`config.mk`:
```
export PLATFORM = sky130hd
export DESIGN_NAME = pep_load_blwe_mc
export DESIGN_NICKNAME = d
export VERILOG_FILES = /design/src/rtl/pep_common_param_pkg.sv /design/src/rtl/pep_ldb_fifo.sv /design/src/rtl/pep_load_blwe_mc.sv
export SDC_FILE = /design/constraint.sdc
export NUM_CORES = 1
export LEC_CHECK = 0
export ABC_AREA = 1
export BUFFER_PORTS_ARGS = -buffer_cell sky130_fd_sc_hd__buf_2
export CAP_MARGIN = 20
export CORE_AREA = 2 2 213 215
export CTS_BUF_LIST = sky130_fd_sc_hd__clkbuf_4 sky130_fd_sc_hd__clkbuf_8
export DETAILED_ROUTE_END_ITERATION = 8
export DIE_AREA = 0 0 215 217
export PLACE_DENSITY_LB_ADDON = 0.08
export SETUP_SLACK_MARGIN = 0.5
export SYNTH_ARGS = -nofsm -noshare
export SYNTH_HDL_FRONTEND = slang
export SYNTH_SLANG_ARGS = --single-unit
```
`constraint.sdc`:
```
create_clock -name clk -period 3.2 [get_ports clk]
set_input_delay 0.16 -clock clk [delete_from_list [all_inputs] [get_ports clk]]
set_output_delay 0.16 -clock clk [all_outputs]
set_load 0.01 [all_outputs]
```
`src/rtl/pep_common_param_pkg.sv`:
```
// Shared constants and payload types for the PEP BLWE loader.
//   KS_IF_* / MOD_Q_W     : KS interface geometry and coefficient width
//   PID_W / RID_W         : PBS and register identifier widths
//   LDB_*                 : loader default depths
//   ldb_cmd_t             : queued load command
//   ldb_inflight_t        : per-request bookkeeping kept until the last word returns
package pep_common_param_pkg;

    localparam int unsigned KS_IF_COEF_NB      = 4;
    localparam int unsigned KS_IF_SUBW_NB      = 2;
    localparam int unsigned REGF_COEF_NB       = KS_IF_COEF_NB * KS_IF_SUBW_NB;
    localparam int unsigned MOD_Q_W            = 32;
    localparam int unsigned PID_W              = 5;
    localparam int unsigned RID_W              = 6;
    localparam int unsigned LDB_CMD_FIFO_DEPTH = 4;
    localparam int unsigned LDB_MAX_INFLIGHT   = 2;

    typedef struct packed {
        logic [RID_W-1:0] rid;
        logic [PID_W-1:0] pid;
        logic             pbs_last;
    } ldb_cmd_t;

    typedef struct packed {
        logic [PID_W-1:0] pid;
        logic             pbs_last;
    } ldb_inflight_t;

endpackage

```
`src/rtl/pep_ldb_fifo.sv`:
```
// Synchronous FIFO with occupancy reporting and a look-ahead of the second entry.
//   push_i/wr_data_i : write side; a push while full is taken only together with a pop
//   pop_i            : read side; ignored when empty
//   head_c/second_c  : first and second stored entries (second valid when count_o >= 2)
//   count_o          : registered occupancy, count_nxt_c its next-cycle value
//   full_o/empty_o   : registered flags
module pep_ldb_fifo #(
    parameter int unsigned WIDTH = 8,
    parameter int unsigned DEPTH = 4,
    localparam int unsigned CW   = $clog2(DEPTH + 1)
) (
    input  logic             clk,
    input  logic             a_rst_n,
    input  logic             push_i,
    input  logic [WIDTH-1:0] wr_data_i,
    input  logic             pop_i,
    output logic [WIDTH-1:0] head_c,
    output logic [WIDTH-1:0] second_c,
    output logic [CW-1:0]    count_o,
    output logic [CW-1:0]    count_nxt_c,
    output logic             full_o,
    output logic             empty_o
);

    localparam int unsigned AW = (DEPTH > 1) ? $clog2(DEPTH) : 1;

    logic [WIDTH-1:0] mem_q [DEPTH];
    logic [AW-1:0]    rd_idx_q, rd_idx_d;
    logic [AW-1:0]    wr_idx_q, wr_idx_d;
    logic [CW-1:0]    count_q, count_d;
    logic             full_q, empty_q;
    logic             push_ok, pop_ok;

    function automatic logic [AW-1:0] idx_inc(input logic [AW-1:0] idx);
        return (idx == AW'(DEPTH - 1)) ? '0 : idx + AW'(1);
    endfunction

    // Pointer and occupancy update
    always_comb begin
        pop_ok   = pop_i & ~empty_q;
        push_ok  = push_i & (~full_q | pop_i);
        rd_idx_d = pop_ok  ? idx_inc(rd_idx_q) : rd_idx_q;
        wr_idx_d = push_ok ? idx_inc(wr_idx_q) : wr_idx_q;
        count_d  = count_q + CW'(push_ok) - CW'(pop_ok);
    end

    always_ff @(posedge clk or negedge a_rst_n) begin
        if (!a_rst_n) begin
            rd_idx_q <= '0;
            wr_idx_q <= '0;
            count_q  <= '0;
            full_q   <= 1'b0;
            empty_q  <= 1'b1;
        end else begin
            rd_idx_q <= rd_idx_d;
            wr_idx_q <= wr_idx_d;
            count_q  <= count_d;
            full_q   <= (count_d == CW'(DEPTH));
            empty_q  <= (count_d == '0);
        end
    end

    // Storage needs no reset: entries are only read behind a valid count
    always_ff @(posedge clk) begin
        if (push_ok) begin
            mem_q[wr_idx_q] <= wr_data_i;
        end
    end

    assign head_c      = mem_q[rd_idx_q];
    assign second_c    = mem_q[idx_inc(rd_idx_q)];
    assign count_o     = count_q;
    assign count_nxt_c = count_d;
    assign full_o      = full_q;
    assign empty_o     = empty_q;

endmodule

```
`src/rtl/pep_load_blwe_mc.sv`:
```
// Multi-command BLWE loader: register file -> KS BLWE RAM write port.
//   cmd_*               : load command input (rid, pid, pbs_last), buffered in a FIFO
//   regf_rd_req_*       : one read request per command, up to MAX_INFLIGHT outstanding
//   regf_rd_data_*      : returned words, in request order
//   blram_wr_*          : per-subword write port, one word registered per returned word
//   ldb_done            : pulse with the last write of each command
//   ldb_rcp_dur         : high while any command is outstanding
module pep_load_blwe_mc
    import pep_common_param_pkg::*;
#(
    parameter int unsigned CMD_FIFO_DEPTH = LDB_CMD_FIFO_DEPTH,
    parameter int unsigned MAX_INFLIGHT   = LDB_MAX_INFLIGHT
) (
    input  logic                                        clk,
    input  logic                                        a_rst_n,
    input  logic                                        cmd_vld,
    output logic                                        cmd_rdy,
    input  logic [RID_W-1:0]                            cmd_rid,
    input  logic [PID_W-1:0]                            cmd_pid,
    input  logic                                        cmd_pbs_last,
    output logic                                        regf_rd_req_vld,
    input  logic                                        regf_rd_req_rdy,
    output logic [RID_W-1:0]                            regf_rd_req_rid,
    input  logic                                        regf_rd_data_avail,
    input  logic [REGF_COEF_NB*MOD_Q_W-1:0]             regf_rd_data,
    input  logic                                        regf_rd_last_word,
    output logic [KS_IF_SUBW_NB-1:0]                    blram_wr_en,
    output logic [KS_IF_SUBW_NB*PID_W-1:0]              blram_wr_pid,
    output logic [KS_IF_SUBW_NB*KS_IF_COEF_NB*MOD_Q_W-1:0] blram_wr_data,
    output logic [KS_IF_SUBW_NB-1:0]                    blram_wr_pbs_last,
    output logic                                        ldb_done,
    output logic                                        ldb_rcp_dur
);

    localparam int unsigned CCW = $clog2(CMD_FIFO_DEPTH + 1);
    localparam int unsigned IFW = $clog2(MAX_INFLIGHT + 1);
    localparam int unsigned DW  = REGF_COEF_NB * MOD_Q_W;

    localparam logic [0:0] ST_IDLE = 1'b0;
    localparam logic [0:0] ST_REQ  = 1'b1;

    logic [0:0]         state_q, state_d;
    logic               req_vld_q, req_vld_d;
    logic [RID_W-1:0]   req_rid_q, req_rid_d;
    logic               cmd_rdy_q, cmd_rdy_d;
    logic               rcp_dur_q;
    logic [KS_IF_SUBW_NB-1:0]       wr_en_q, wr_pbs_last_q;
    logic [KS_IF_SUBW_NB*PID_W-1:0] wr_pid_q;
    logic [DW-1:0]      wr_data_q;
    logic               done_q;

    ldb_cmd_t           cmd_in, cmd_head, cmd_second;
    logic [CCW-1:0]     cmd_count, cmd_count_nxt;
    logic               cmd_full, cmd_empty, cmd_push;
    ldb_inflight_t      ifl_in, ifl_head, ifl_second;
    logic [IFW-1:0]     ifl_count, ifl_count_nxt;
    logic               ifl_full, ifl_empty;
    logic               req_acc, ifl_pop, wr_vld;
    logic               unused_c;

    always_comb begin
        cmd_in   = '{rid: cmd_rid, pid: cmd_pid, pbs_last: cmd_pbs_last};
        ifl_in   = '{pid: cmd_head.pid, pbs_last: cmd_head.pbs_last};
        cmd_push = cmd_vld & cmd_rdy_q;
        req_acc  = req_vld_q & regf_rd_req_rdy;
        wr_vld   = regf_rd_data_avail & ~ifl_empty;
        ifl_pop  = wr_vld & regf_rd_last_word;
    end

    pep_ldb_fifo #(.WIDTH($bits(ldb_cmd_t)), .DEPTH(CMD_FIFO_DEPTH)) u_cmd_fifo (
        .clk         (clk),
        .a_rst_n     (a_rst_n),
        .push_i      (cmd_push),
        .wr_data_i   (cmd_in),
        .pop_i       (req_acc),
        .head_c      (cmd_head),
        .second_c    (cmd_second),
        .count_o     (cmd_count),
        .count_nxt_c (cmd_count_nxt),
        .full_o      (cmd_full),
        .empty_o     (cmd_empty)
    );

    // Inflight queue; its occupancy is the inflight count
    pep_ldb_fifo #(.WIDTH($bits(ldb_inflight_t)), .DEPTH(MAX_INFLIGHT)) u_ifl_fifo (
        .clk         (clk),
        .a_rst_n     (a_rst_n),
        .push_i      (req_acc),
        .wr_data_i   (ifl_in),
        .pop_i       (ifl_pop),
        .head_c      (ifl_head),
        .second_c    (ifl_second),
        .count_o     (ifl_count),
        .count_nxt_c (ifl_count_nxt),
        .full_o      (ifl_full),
        .empty_o     (ifl_empty)
    );

    assign unused_c = ^{cmd_full, ifl_second};

    // Request FSM; staying in REQ uses the FIFO's second entry as the next rid
    always_comb begin
        state_d   = state_q;
        req_rid_d = req_rid_q;
        case (state_q)
            ST_IDLE: begin
                if (!cmd_empty && (ifl_count < IFW'(MAX_INFLIGHT))) begin
                    state_d   = ST_REQ;
                    req_rid_d = cmd_head.rid;
                end
            end
            ST_REQ: begin
                if (regf_rd_req_rdy) begin
                    if ((cmd_count >= CCW'(2)) && (ifl_count_nxt < IFW'(MAX_INFLIGHT))) begin
                        req_rid_d = cmd_second.rid;
                    end else begin
                        state_d = ST_IDLE;
                    end
                end
            end
            default: state_d = ST_IDLE;
        endcase
        req_vld_d = (state_d == ST_REQ);
        cmd_rdy_d = (cmd_count_nxt != CCW'(CMD_FIFO_DEPTH));
    end

    always_ff @(posedge clk or negedge a_rst_n) begin
        if (!a_rst_n) begin
            state_q       <= ST_IDLE;
            req_vld_q     <= 1'b0;
            req_rid_q     <= '0;
            cmd_rdy_q     <= 1'b0;
            rcp_dur_q     <= 1'b0;
            wr_en_q       <= '0;
            wr_pid_q      <= '0;
            wr_data_q     <= '0;
            wr_pbs_last_q <= '0;
            done_q        <= 1'b0;
        end else begin
            state_q       <= state_d;
            req_vld_q     <= req_vld_d;
            req_rid_q     <= req_rid_d;
            cmd_rdy_q     <= cmd_rdy_d;
            rcp_dur_q     <= (ifl_count_nxt != '0);
            wr_en_q       <= {KS_IF_SUBW_NB{wr_vld}};
            // Subword s takes coefficients [s*KS_IF_COEF_NB +: KS_IF_COEF_NB]: same bit order as the word
            if (wr_vld) begin
                wr_pid_q  <= {KS_IF_SUBW_NB{ifl_head.pid}};
                wr_data_q <= regf_rd_data;
            end
            wr_pbs_last_q <= {KS_IF_SUBW_NB{ifl_pop & ifl_head.pbs_last}};
            done_q        <= ifl_pop;
        end
    end

`ifndef SYNTHESIS
    // Protocol checks: data without a request, queue overrun
    always @(posedge clk) begin
        if (a_rst_n) begin
            assert (!(regf_rd_data_avail && ifl_empty));
            assert (ifl_count <= IFW'(MAX_INFLIGHT));
            assert (!(req_acc && ifl_full && !ifl_pop));
        end
    end
`endif

    assign cmd_rdy           = cmd_rdy_q;
    assign regf_rd_req_vld   = req_vld_q;
    assign regf_rd_req_rid   = req_rid_q;
    assign blram_wr_en       = wr_en_q;
    assign blram_wr_pid      = wr_pid_q;
    assign blram_wr_data     = wr_data_q;
    assign blram_wr_pbs_last = wr_pbs_last_q;
    assign ldb_done          = done_q;
    assign ldb_rcp_dur       = rcp_dur_q;

endmodule

```
# Word-level counts from Yosys, hierarchy flattened
# Memories as Yosys holds them, arrays and structs flattened.
# Cells that the tools add are included.
# classes
add_sub_neg,8
order_cmp,3
eq_ne,8
muxes,16
n_bitwise,16
reduce_logical,7
# ops
op,count
two-way mux 6 bit,3
one-hot mux 6 bit (2 select lines),1
AND 1 bit,9
two-way mux 1 bit,9
== test 2 bit (second input constant),3
NOT 1 bit,5
adder 2 x 1 -> 2 bit (second input constant),2
< comparator 2 bit (second input constant),2
two-way mux 2 bit,2
!= test 2 bit (second input constant),2
adder 3 x 1 -> 3 bit,1
== test 3 bit (second input constant),1
greater-or-equal comparator 3 x 2 -> 1 bit (second input constant),1
logical NOT 3 bit,1
!= test 3 bit (second input constant),1
AND reduction 3 bit,1
subtractor 3 x 1 -> 3 bit,1
adder 1 bit (second input constant),2
adder 2 x 1 -> 2 bit,1
logical AND 1 bit,2
logical NOT 2 bit,1
!= test 2 x 1 -> 1 bit (second input constant),1
OR 1 bit,2
one-hot mux 1 bit (2 select lines),1
other kinds (3),3
# word_totals
reg_bits,293
ram_bits,60
in_bits,274
output_inout_bits,280
elab_cells,79
n_memories,2
# mem_list
memory,depth,word_bits,read_ports,rd_ports_with_merged_regs,wr,line,rtl
u_cmd_fifo.mem_q,4,12,2,0,1,pep_ldb_fifo.sv:27,logic [WIDTH-1:0] mem_q [DEPTH];
u_ifl_fifo.mem_q,2,6,1,0,1,pep_ldb_fifo.sv:27,

# Depth between registers and ports, before layout
# Gate-level depths: netlist (run 1).
# depth
depth_word,12
ltp_mapped,16
ltp_nobuf,15

# Hierarchy
# A second synthesis (run 1) with hierarchy kept.
# hier_totals
cells_unflattened,1570
hier_area_um2,14236.2
# modules_own_cells
module,n_inst,cells_each,area_per_inst_um2,seq_area_each_um2
pep_load_blwe_mc,1,1184,10515.1,6831.6
pep_ldb_fifo (u_cmd_fifo),1,308,2919.0,1667.8
pep_ldb_fifo (u_ifl_fifo),1,78,802.0,511.7

# Worst setup path before layout (run 1)
# Ideal clock, no wire load.
# synth_timing
path_type,reg-to-reg
start,"register u_ifl_fifo.empty_q, in the netlist u_ifl_fifo.empty_o"
end,"register req_rid_q[0], in the netlist regf_rd_req_rid[0]"
setup_time_ps,65
t_arrival_ps,2234
t_required_ps,3135
setup_slack_ps,901
stages_incl_launch_ff,15
path_buffers,3
synth_period_minus_slack_ps,2299
cell_sequence,dfstp_2 or2_1 buf_2 buf_6 clkbuf_1 nor2_1 ha_1 inv_1 ha_1 inv_1 nand3_1 nand3_1 a21oi_2 nand2_1 nand2_1
# synth_via
elab_cells_between_ends,12
cone_classes,2 x add/sub; 1 x order compare; 1 x eq/ne; 6 x bitwise; 2 x reduce/logical
# synth_rtl
item,line,rtl
start: declaration,pep_ldb_fifo.sv:31,"logic full_q, empty_q;"
start signal: assignment,pep_ldb_fifo.sv:59,empty_q <= (count_d == '0);
NOT 1 bit *,"pep_ldb_fifo.sv:40, pep_load_blwe_mc.sv:66",
AND 1 bit,pep_load_blwe_mc.sv:66,wr_vld = regf_rd_data_avail & ~ifl_empty;
AND 1 bit,pep_load_blwe_mc.sv:67,ifl_pop = wr_vld & regf_rd_last_word;
AND 1 bit *,pep_ldb_fifo.sv:40,pop_ok = pop_i & ~empty_q;
via u_ifl_fifo.pop_ok,pep_ldb_fifo.sv:32,"logic push_ok, pop_ok;"
subtractor 2 x 1 -> 2 bit *,pep_ldb_fifo.sv:44,count_d = count_q + CW'(push_ok) - CW'(pop_ok);
< comparator 2 bit *,pep_load_blwe_mc.sv:114,if ((cmd_count >= CCW'(2)) && (ifl_count_nxt < IFW'(MAX_INFLIGHT))) begin
logical AND 1 bit *,pep_load_blwe_mc.sv:114,
!= test 2 x 1 -> 1 bit (no source line) *,n/a,
AND reduction 3 bit (no source line) *,n/a,
end signal: assignment,pep_load_blwe_mc.sv:142,req_rid_q <= req_rid_d;
end: declaration,pep_load_blwe_mc.sv:44,"logic [RID_W-1:0] req_rid_q, req_rid_d;"
# Mark *: on every way through the listed nets, which the timed path passes. The rest lies on a longest branch.
# A chain may end at the register's enable or synchronous reset.

# Worst setup path after layout (run 1)
# layout_timing
start,"register u_ifl_fifo.empty_q, in the netlist u_ifl_fifo.empty_o"
end,"register req_rid_q[1], in the netlist regf_rd_req_rid[1]"
# The elaborated chain is that of the path after synthesis.

==> results of run 1 <==
-- worst max-delay path, delay by kind of cell, from the launching register on --
kind | cells | cell delay, ns
compound gates | 1 | 0.30
fa+ha+maj | 2 | 0.43
simple gates | 6 | 0.96
buf+inv | 2 | 0.09
flops | 1 | 0.51
-- power breakdown --
group	total (uW)	switching (uW)	internal (uW)
clock	4100	1790	2310
combinational	5840	3650	2190
sequential	6810	808	6000
-- state kept, by name, summed over array words and instances, names as in the netlist, 2 cells and up --
name and flops:
u_cmd_fifo.mem_q 48, u_cmd_fifo.rd_idx_q 2, u_cmd_fifo.count_o 3, blram_wr_data 256, u_cmd_fifo.wr_idx_q 2, u_ifl_fifo.count_o 2, blram_wr_pid 5, u_ifl_fifo.mem_q 12
regf_rd_req_rid 6
-- path summary, 6_finish.rpt --
kind / startpoint / endpoint / slack, ns / cells after the start
worst max register to register: u_ifl_fifo.empty_o / regf_rd_req_rid[1] / 0.82 / 11
worst min-delay path: cmd_vld / u_cmd_fifo.wr_idx_q[0] / 0.11 / 4
min in group asynchronous: a_rst_n / blram_wr_data[95] / 0.13 / 2
worst max-delay path: u_ifl_fifo.empty_o / regf_rd_req_rid[1] / 0.82 / 11
worst min register to register: blram_wr_data[210] / blram_wr_data[210] / 0.47 / 2
max in group asynchronous: a_rst_n / u_ifl_fifo.empty_o / 2.12 / 3
-- cells in the final DEF (no fill, tap or decap), drive strengths merged --
cell,synthesis,routed
clkinvlp,0,1
o22ai,6,6
ha,10,10
xnor2,1,1
dfrtp,286,286
edfxtp,60,60
xor2,2,2
fa,1,1
or2,1,1
nor3,1,1
inv,33,33
clkinv,0,7
buf,66,571
dfstp,2,2
clkbuf,11,96
a21oi,13,13
nor2,32,32
o21ai,16,16
nand2,863,863
nand3,41,41
dlygate4sd3,0,271
-- layer usage --
| layer | vias up | GRT usage [%] | wire, um |
|---|---|---|---|
| met2 | 437 | 32.4 | 22300 |
| met1 | 5797 | 25.5 | 20000 |
| met5 | - | 0 | 16 |
| met3 | 94 | 5.39 | 3210 |
| met4 | 2 | 6.69 | 1470 |
| li1 | 6106 | - | - |
-- cell families (layout without fill, tap and decap cells) --
group / Yosys count / after routing / share of synthesized area (%)
flip-flops: 348 / 348 / 65.8
buffers and inverters: 110 / 979 / 5.41
XOR/XNOR: 3 / 3 / 0.192
adder cells (fa/ha/maj): 11 / 11 / 1.06
AND/OR/NAND/NOR: 938 / 938 / 26.2
AO/OA/AOI/OAI: 35 / 35 / 1.36
-- per-stage QoR --
step	setup WS, ns	total power, uW
floorplan	0.901	10000
global placement	0.850	12500
finish	0.824	16700
CTS	0.784	17000
detailed placement	0.819	12500
global route	0.552	18000
-- final cells by class --
| type | count | area (um^2) | area share (%) |
|---|---|---|---|
| multi-input combinational | 987 | 3950 | 19.0 |
| inverter | 33 | 131 | 0.633 |
| clock inverter | 8 | 42.5 | 0.205 |
| clock buffer | 96 | 1180 | 5.67 |
| timing repair buffer | 842 | 5690 | 27.4 |
| sequential | 348 | 9010 | 43.4 |
| tap | 600 | 751 | 3.62 |
-- timing repair --
action / CTS / global route
endpoints found under the setup margin: 0 / 0
hold endpoints to repair: 395 / 0
hold buffers: 271 / 0
==> metrics.txt, run 1 <==
outcome=complete, no violations; WS Path Type=reg2reg; final net count=~2600; final routed DRC violation total=0; post-synthesis cell area=between 10000 and 15000 um^2; post-CTS setup buffer count=0; max_cap viols=0; Fin. Hold Viols=0; Die ar.=roughly 47000 um^2; setup TNS=0 ns; Layout area overhead=51.5%; antenna violations before repair=2; hold slack=0.108 ns; Ant. Diodes=0; pin count of the biggest net entering global routing=about 140; ratio of final minimum period to clock period=between 70% and 80%; Synth Instances=between 1000 and 1500; FP Rows=slightly below 80; Worst Hold Class=in2reg; Pleak=0.0111 uW; Area contributors post-synth=dfrtp_1 (52%), nand2_1 (24%), edfxtp_1 (13%), buf_6 (2.6%), nand3_1 (1.5%); dpl hpwl=between 30000 and 40000 um; layout cell share with drive strength beyond 1=between 20% and 30%; grt total ovfl=0; Die W=215 um; asr flop ratio synth=between 80% and 90%; CTS Root Cell=clkbuf_8; Area after DPL=roughly 17000 um^2; gpl congestion=roughly 0.86; vias in the first global route=between 10000 and 15000; Post-synth top cells=nand2_1 (863), dfrtp_1 (286), edfxtp_1 (60), nand3_1 (41), buf_6 (32); syn avg cell area=between 9 and 10 um^2; Clock Sinks=348; Largest stage delay, worst path=between 0.5 and 0.6 ns; drt total wl=roughly 47000 um; worst skew pair latency=between 0.6 and 0.7 ns; Final Cell Area=20800 um^2; number of library cell types mapped by synthesis=23; CP max FO=38; required time of the worst setup path=~3.8 ns; Die Height=between 200 and 250 um; most instantiated library cell after synthesis=nand2_1; post-CTS sizing=0; io pins=554; first-pass GRT wire length=just over 70000 um; Slew Viols, Final=0; RSZ-0062 raised after global routing=no; critical path launch point type=flop; Cell Count, Final, Fillers Out=just under 3000; # setup viols final=0; Starting Density=a little under a third; Post-synth EDFFs=60; fill count=approximately 4400; via count=between 10000 and 15000; fin crit period=2.38 ns; max frequency=around 420 MHz; CTS Buf Count=approximately 60; Placed Cells=between 2000 and 3000; Rel. slew slack=a little under two fifths; H-tree levels=2; crit path max-delay cell type=dfstp_2; crit end category=flop; Max clock buf depth=3; core area=around 45000 um^2; DR pass1 iterations=5; Synth area leader=dfrtp_1; Tot GR Track Use=between 10% and 20%; Worst-path clk slew=0.06 ns; Synth Flop Type=dfrtp_1; sequential area share after synthesis=65.8%; VDD IR max=0.402 mV; Final Skew=~0.020 ns; synthesized flop and latch total=348; post-route ant nets=0; PortBufs=~550; worst-margin pin slew=roughly 0.94 ns; Worst Path Arrival=a little under 3 ns; Mapped Nets=~1700; sequence of cells on the critical path=or2_4 > nor2_1 > ha_1 > inv_1 > ha_1 > inv_1 > nand3_1 > nand3_1 > a21oi_2 > nand2_1 > nand2_1; Pwr per Cell Area=a little over 800 nW/um^2; Synth top area share=a little over half; CTS tree=yes; drt via density=4.27; WL/cell=about 16 um; DRT iter0 DRCs=approximately 740; final core occ=between 40% and 50%; Yosys Warn Count=0
(Power assumes the default switching activity.)
==> run 2, diff against run 1 <==
Settings changed: CORE_AREA 2 2 213 215 to 2 2 218 220, DIE_AREA 0 0 215 217 to 0 0 220 222.
Clock period 3.2 ns to 2 ns, I/O delays scaled along.
==> run 2 against run 1 <==
Setup slack worse by 0.71 ns. Fmax is 26% higher. Via count rose by 12%. Cell count grew 5.3%. Highest routed layer is now met4.
==> metrics.txt, run 2 (synthesis gave the netlist of run 1 again) <==
layout cell share with drive strength beyond 1=54.1% (+25 points); max_cap viols=0 (unchanged); max frequency=531 MHz (+26%); Die W=220 um (+2.3%); final net count=2701 (+5.6%); WS Path Type=reg2reg; Max clock buf depth=3 (unchanged); Die ar.=48800 um^2 (+4.7%); H-tree levels=2 (unchanged); first-pass GRT wire length=86100 um (+18%); Layout area overhead=90.1%; io pins=554 (unchanged); gpl congestion=0.816 (-4.7%); grt total ovfl=0 (unchanged); most frequent cells in the layout=buf_2 (552), nand2_1 (391), nand2_2 (303); ratio of final minimum period to clock period=94.2% (+20 points); vias in the first global route=14220 (+13%); pre-CTS WS=0.113 ns (-0.706 ns); R2R cell count=8 (-3); Final Cell Area=26000 um^2 (+26%); hold path startpoint=regf_rd_data_avail; Worst Hold Class=in2reg; Pwr per Cell Area=1270 nW/um^2 (+58%); CTS Root Cell=clkbuf_8; Fin. Hold Viols=0 (unchanged); core area=46300 um^2 (+3.5%); Starting Density=29.6% (-1.0 points); fin crit period=1.88 ns (-0.492 ns); Hold Path Depth=7 (+3); RSZ-0062 raised after global routing=yes; setup TNS=0 ns (unchanged); dpl hpwl=34000 um (+6.7%); Die Height=222 um (+2.3%); sequence of cells on the critical path=nor2_4 > ha_4 > inv_2 > ha_4 > fa_2 > nor2_1 > nand2_1 > inv_1; Clock Sinks=348 (unchanged); final routed DRC violation total=0 (unchanged); worst setup margin=0.116 ns (-0.708 ns); Tot GR Track Use=23.4% (+3.6 points); antenna violations before repair=5 (+3); worst-margin pin slew=0.483 ns (-0.453 ns); WL/cell=19.8 um (+23%); crit end category=flop; final core occ=56.3% (+9.9 points); Worst-path clk slew=0.06 ns (about the same); drt via density=4.53 (+6.0%); cell mode on critical path=ha_4; most common cell after layout, fill and taps aside=buf_2; crit path max-delay cell type=dfstp_2; R2R setup slack=0.12 ns (-0.71 ns); Worst Path Arrival=2.42 ns (-0.52 ns); Pleak=0.0136 uW (+22%); R2R Path End=u_cmd_fifo.full_o; worst reg2reg startpoint=u_cmd_fifo.empty_o; drt total wl=60800 um (+29%); outcome=complete, no violations; DRT iter0 DRCs=661 (-11%); critical path launch point type=flop; CTS tree=yes; Area after DPL=17100 um^2 (+1.5%); FP Rows=79 (+1.3%); # setup viols final=0 (unchanged); max reg flops=256 (unchanged); via count=13889 (+12%); required time of the worst setup path=2.54 ns (-1.23 ns); Rel. slew slack=67.8% (+30 points); CTS Buf Count=60 (-1.6%); worst skew pair latency=0.64 ns (about the same); PortBufs=553 (unchanged); pin count of the biggest net entering global routing=67 (-53%); Final Skew=0.0125 ns (-0.00731 ns); end point of the worst hold path=blram_wr_pbs_last[0]; Slew Viols, Final=0 (unchanged); DR pass1 iterations=5 (unchanged); Largest stage delay, worst path=0.56 ns (+0.05 ns); VDD IR max=0.721 mV (+79%); post-route ant nets=0 (unchanged); fill count=3969 (-9.3%); CP max FO=3 (-92%)
## run 2: cell types whose count changed in the layout (fill, tap and decap cells not counted), moves of 8 or more
cell      delta
buf_16      +62
buf_8        +8
buf_12      +38
clkbuf_4     +8
nand2_1    -472
nand2_4    +169
nor2_1      -12
buf_6       +23
nor2_4      +10
nand2_2    +303
## run 2: worst max-delay path by stage
stage	from	to	slack (ns)	depth (start not counted)
floorplan	u_ifl_fifo.empty_o	regf_rd_req_rid[0]	-0.06	14
global placement	u_cmd_fifo.empty_o	u_cmd_fifo.full_o	0.12	8
detailed placement	u_ifl_fifo.empty_o	blram_wr_pid[8]	0.11	5
CTS	u_cmd_fifo.empty_o	u_cmd_fifo.full_o	0.11	8
global route	u_cmd_fifo.empty_o	cmd_rdy	0.06	7
finish	u_cmd_fifo.empty_o	u_cmd_fifo.full_o	0.12	8
## run 2: what timing repair did
action                                  CTS  global route
cloned                                   56             7
endpoints found under the setup margin  352           297
hold buffers                            274             0
gates resized for setup                 401           418
pin swaps                                59           100
setup buffers                            58            13
hold endpoints to repair                606             0
## run 2: area by class of cell
| cell class | instances | area [um^2] | share of cell area [%] |
|---|---|---|---|
| timing repair buffer | 984 | 8700 | 33.4 |
| timing repair inverter | 2 | 28.8 | 0.110 |
| inverter | 33 | 158 | 0.605 |
| multi-input combinational | 987 | 6180 | 23.7 |
| clock inverter | 7 | 61.3 | 0.235 |
| antenna | 4 | 10.0 | 0.0384 |
| tap | 607 | 759 | 2.92 |
| sequential | 348 | 9010 | 34.6 |
| clock buffer | 97 | 1140 | 4.38 |
## run 2: report_power, final
group | total (uW) | internal [uW] | switching, uW
Clock | 6620 | 3690 | 2930
Sequential | 11300 | 9620 | 1640
Combinational | 15300 | 7060 | 8220
Total | 33200 | 20400 | 12800
## run 2: worst max-delay path, delay by kind of cell (launching register included)
kind          cells  cell delay [ns]
flops             1             0.56
simple gates      3             0.18
buf+inv           2             0.07
fa+ha+maj         3             0.97
## run 2: per-stage QoR
stage	std cells	hold WS, ns	total power [uW]
after global placement	2553	0.0689	20400
final	3069	0.0382	33200
after floorplan	1445	-0.196	16300
after detailed placement	2553	0.0668	20500
after CTS	3045	-0.00886	31500
after global routing	3068	0.0141	35100
## run 2: routing by layer
layer | vias to the layer above | GRT usage (%) | part of all wire [%]
li1 | 6448 | - | -
met1 | 6770 | 27.7 | 38
met2 | 528 | 40.0 | 51
met3 | 143 | 6.53 | 7.1
met4 | 0 | 9.50 | 3.7
met5 | - | 0 | 0
==> run 3, diff against run 2 <==
Settings changed: CELL_PAD_IN_SITES_DETAIL_PLACEMENT set to 0, CELL_PAD_IN_SITES_GLOBAL_PLACEMENT set to 1, CORE_AREA 2 2 218 220 to 2 2 213 215, DIE_AREA 0 0 220 222 to 0 0 215 217.
==> run 3 against run 2 <==
Non-clock buffer count decreased by 6. Register-to-register slack hardly changed. Power is 1.7% lower. Via count shrank 1.8%. Critical path depth increased by 4. Routed wire length is 0.62% lower.
==> metrics.txt, run 3 (synthesis gave the netlist of run 1 again) <==
required time of the worst setup path=2.54 ns (about the same); via count=13644 (-1.8%); antenna violations before repair=2 (-3); cell mode on critical path=buf_12; VDD IR max=0.687 mV (-4.6%); CP max FO=8 (+5); Fin. Hold Viols=0 (unchanged); outcome=complete, no violations; CTS Buf Count=61 (+1.7%); end point of the worst hold path=blram_wr_pbs_last[0]; R2R cell count=12 (+4); fin crit period=1.88 ns (-0.00218 ns); final routed DRC violation total=0 (unchanged); Worst Hold Class=in2reg; Die W=215 um (-2.3%); Clock Sinks=348 (unchanged); delay-heaviest family, CP=buffers and inverters; FP Rows=78 (-1.3%); area of the multi-input gates=5410 um^2 (-12%); WS Path Type=reg2reg; ratio of final minimum period to clock period=94.1% (-0.11 points); fill count=4085 (+2.9%); Register Area=9010 um^2 (about the same); Rel. slew slack=58.8% (-9.1 points); # setup viols final=0 (unchanged); WL/cell=19.7 um (-0.29%); crit end category=flop; Tot GR Track Use=25.3% (+1.9 points); Cell Count, Final, Fillers Out=3059 (-0.33%); grt total ovfl=0 (unchanged); critical path launch point type=flop; first-pass GRT wire length=88500 um (+2.8%); gpl congestion=0.813 (-0.26%); Pleak=0.0131 uW (-3.3%); Pwr per Cell Area=1290 nW/um^2 (+1.6%); vias in the first global route=13960 (-1.8%); most common cell after layout, fill and taps aside=nand2_1; Worst Path Arrival=2.42 ns (about the same); pin count of the biggest net entering global routing=69 (+3.0%); max_cap viols=0 (unchanged); max reg flops=256 (unchanged); hold slack=0.0400 ns (+0.00178 ns); worst-margin pin slew=0.619 ns (+0.136 ns); max frequency=531 MHz (+0.12%); dpl hpwl=34700 um (+1.9%); io pins=554 (unchanged); Final Power=32600 uW (-1.7%); sequence of cells on the critical path=or2_4 > buf_6 > buf_6 > buf_8 > buf_16 > buf_12 > inv_16 > buf_12 > buf_12 > buf_16 > nand2_2 > nand2_1; H-tree levels=2 (unchanged); R2R setup slack=0.12 ns (about the same); Starting Density=30.7% (+1.0 points); Worst-path clk slew=0.06 ns (about the same); core area=44700 um^2 (-3.4%); setup TNS=0 ns (unchanged); hold path startpoint=regf_rd_data_avail; final core occ=56.4% (+0.069 points); worst skew pair latency=0.66 ns (+0.02 ns); Hold Path Depth=7 (unchanged); DR pass1 iterations=4 (-1); worst reg2reg startpoint=u_ifl_fifo.empty_o; Final Skew=0.0124 ns (-0.000104 ns); drt total wl=60400 um (-0.62%); CP bufs+invs=9 (+7); most frequent cells in the layout=nand2_1 (556), buf_2 (551), dfrtp_1 (283); Slew Viols, Final=0 (unchanged); post-route ant nets=0 (unchanged); final net count=2699 (-0.074%); CTS Root Cell=clkbuf_8; R2R Path End=blram_wr_data[134]; drt via density=4.46 (-1.4%); layout cell share with drive strength beyond 1=47.8% (-6.3 points); Layout area overhead=83.9%; PortBufs=553 (unchanged); RSZ-0062 raised after global routing=yes; CTS tree=yes; Die Height=217 um (-2.3%); Die ar.=46700 um^2 (-4.5%); Placed Cells=2544 (-0.35%); Largest stage delay, worst path=0.52 ns (-0.04 ns); DRT iter0 DRCs=770 (+16%); Max clock buf depth=3 (unchanged); crit path max-delay cell type=dfstp_2
[run 3: worst max path at each step]
| stage | from | end | slack, ns | cells after the start |
|---|---|---|---|---|
| floorplan | u_ifl_fifo.empty_o | regf_rd_req_rid[0] | -0.06 | 14 |
| global placement | u_ifl_fifo.empty_o | blram_wr_data[147] | 0.13 | 5 |
| detailed placement | u_ifl_fifo.empty_o | blram_wr_data[209] | 0.09 | 5 |
| CTS | u_cmd_fifo.empty_o | u_cmd_fifo.full_o | 0.13 | 8 |
| global route | u_ifl_fifo.empty_o | regf_rd_req_rid[1] | 0.05 | 11 |
| finish | u_ifl_fifo.empty_o | blram_wr_data[134] | 0.12 | 12 |
[run 3: worst register-to-register path: stages, from the launching register on]
cell and delay, ns:
dfstp_2 0.52, or2_4 0.15, buf_6 0.10, buf_6 0.08, buf_8 0.09, buf_16 0.12, buf_12 0.15, inv_16 0.05
buf_12 0.14, buf_12 0.13, buf_16 0.14, nand2_2 0.06, nand2_1 0.04
[run 3: stage by stage]
step / setup WS, ns / instance area, um^2
after floorplan: -0.0559 / 13800
after global routing: 0.0547 / 25200
after detailed placement: 0.0859 / 17100
final: 0.118 / 25200
after CTS: 0.130 / 24100
after global placement: 0.126 / 17100
[run 3: per-layer routing]
layer	vias up	wire length, um	GRT usage [%]	part of all wire (%)
met5	-	13	0	0.022
met4	2	2100	9.15	3.5
met3	112	3830	6.61	6.3
met2	467	29300	42.3	49
met1	6629	25100	31.8	42
li1	6434	-	-	-
[run 3: where the power goes]
part           leakage [uW]  internal, uW  switching, uW
registers           0.00406          9620           1450
clock network      0.000651          3680           2970
logic               0.00842          6830           8060
total                0.0131         20100          12500
[run 3: final cells by class]
class	count	share of cell area, %
Inverter	33	0.571
Clock inverter	3	0.0794
Multi-Input combinational cell	987	21.5
Timing Repair inverter	5	0.298
Sequential cell	348	35.8
Antenna cell	1	0.00993
Timing Repair Buffer	978	34.1
Clock buffer	104	4.71
Tap cell	600	2.98
[run 3: what timing repair did]
item | CTS | global route
buffers inserted | 65 | 7
endpoints found under the setup margin | 347 | 309
pin swaps | 60 | 58
endpoints found under the hold margin | 608 | 0
resized for setup | 282 | 284
hold buffers | 274 | 0
cloned | 57 | 4
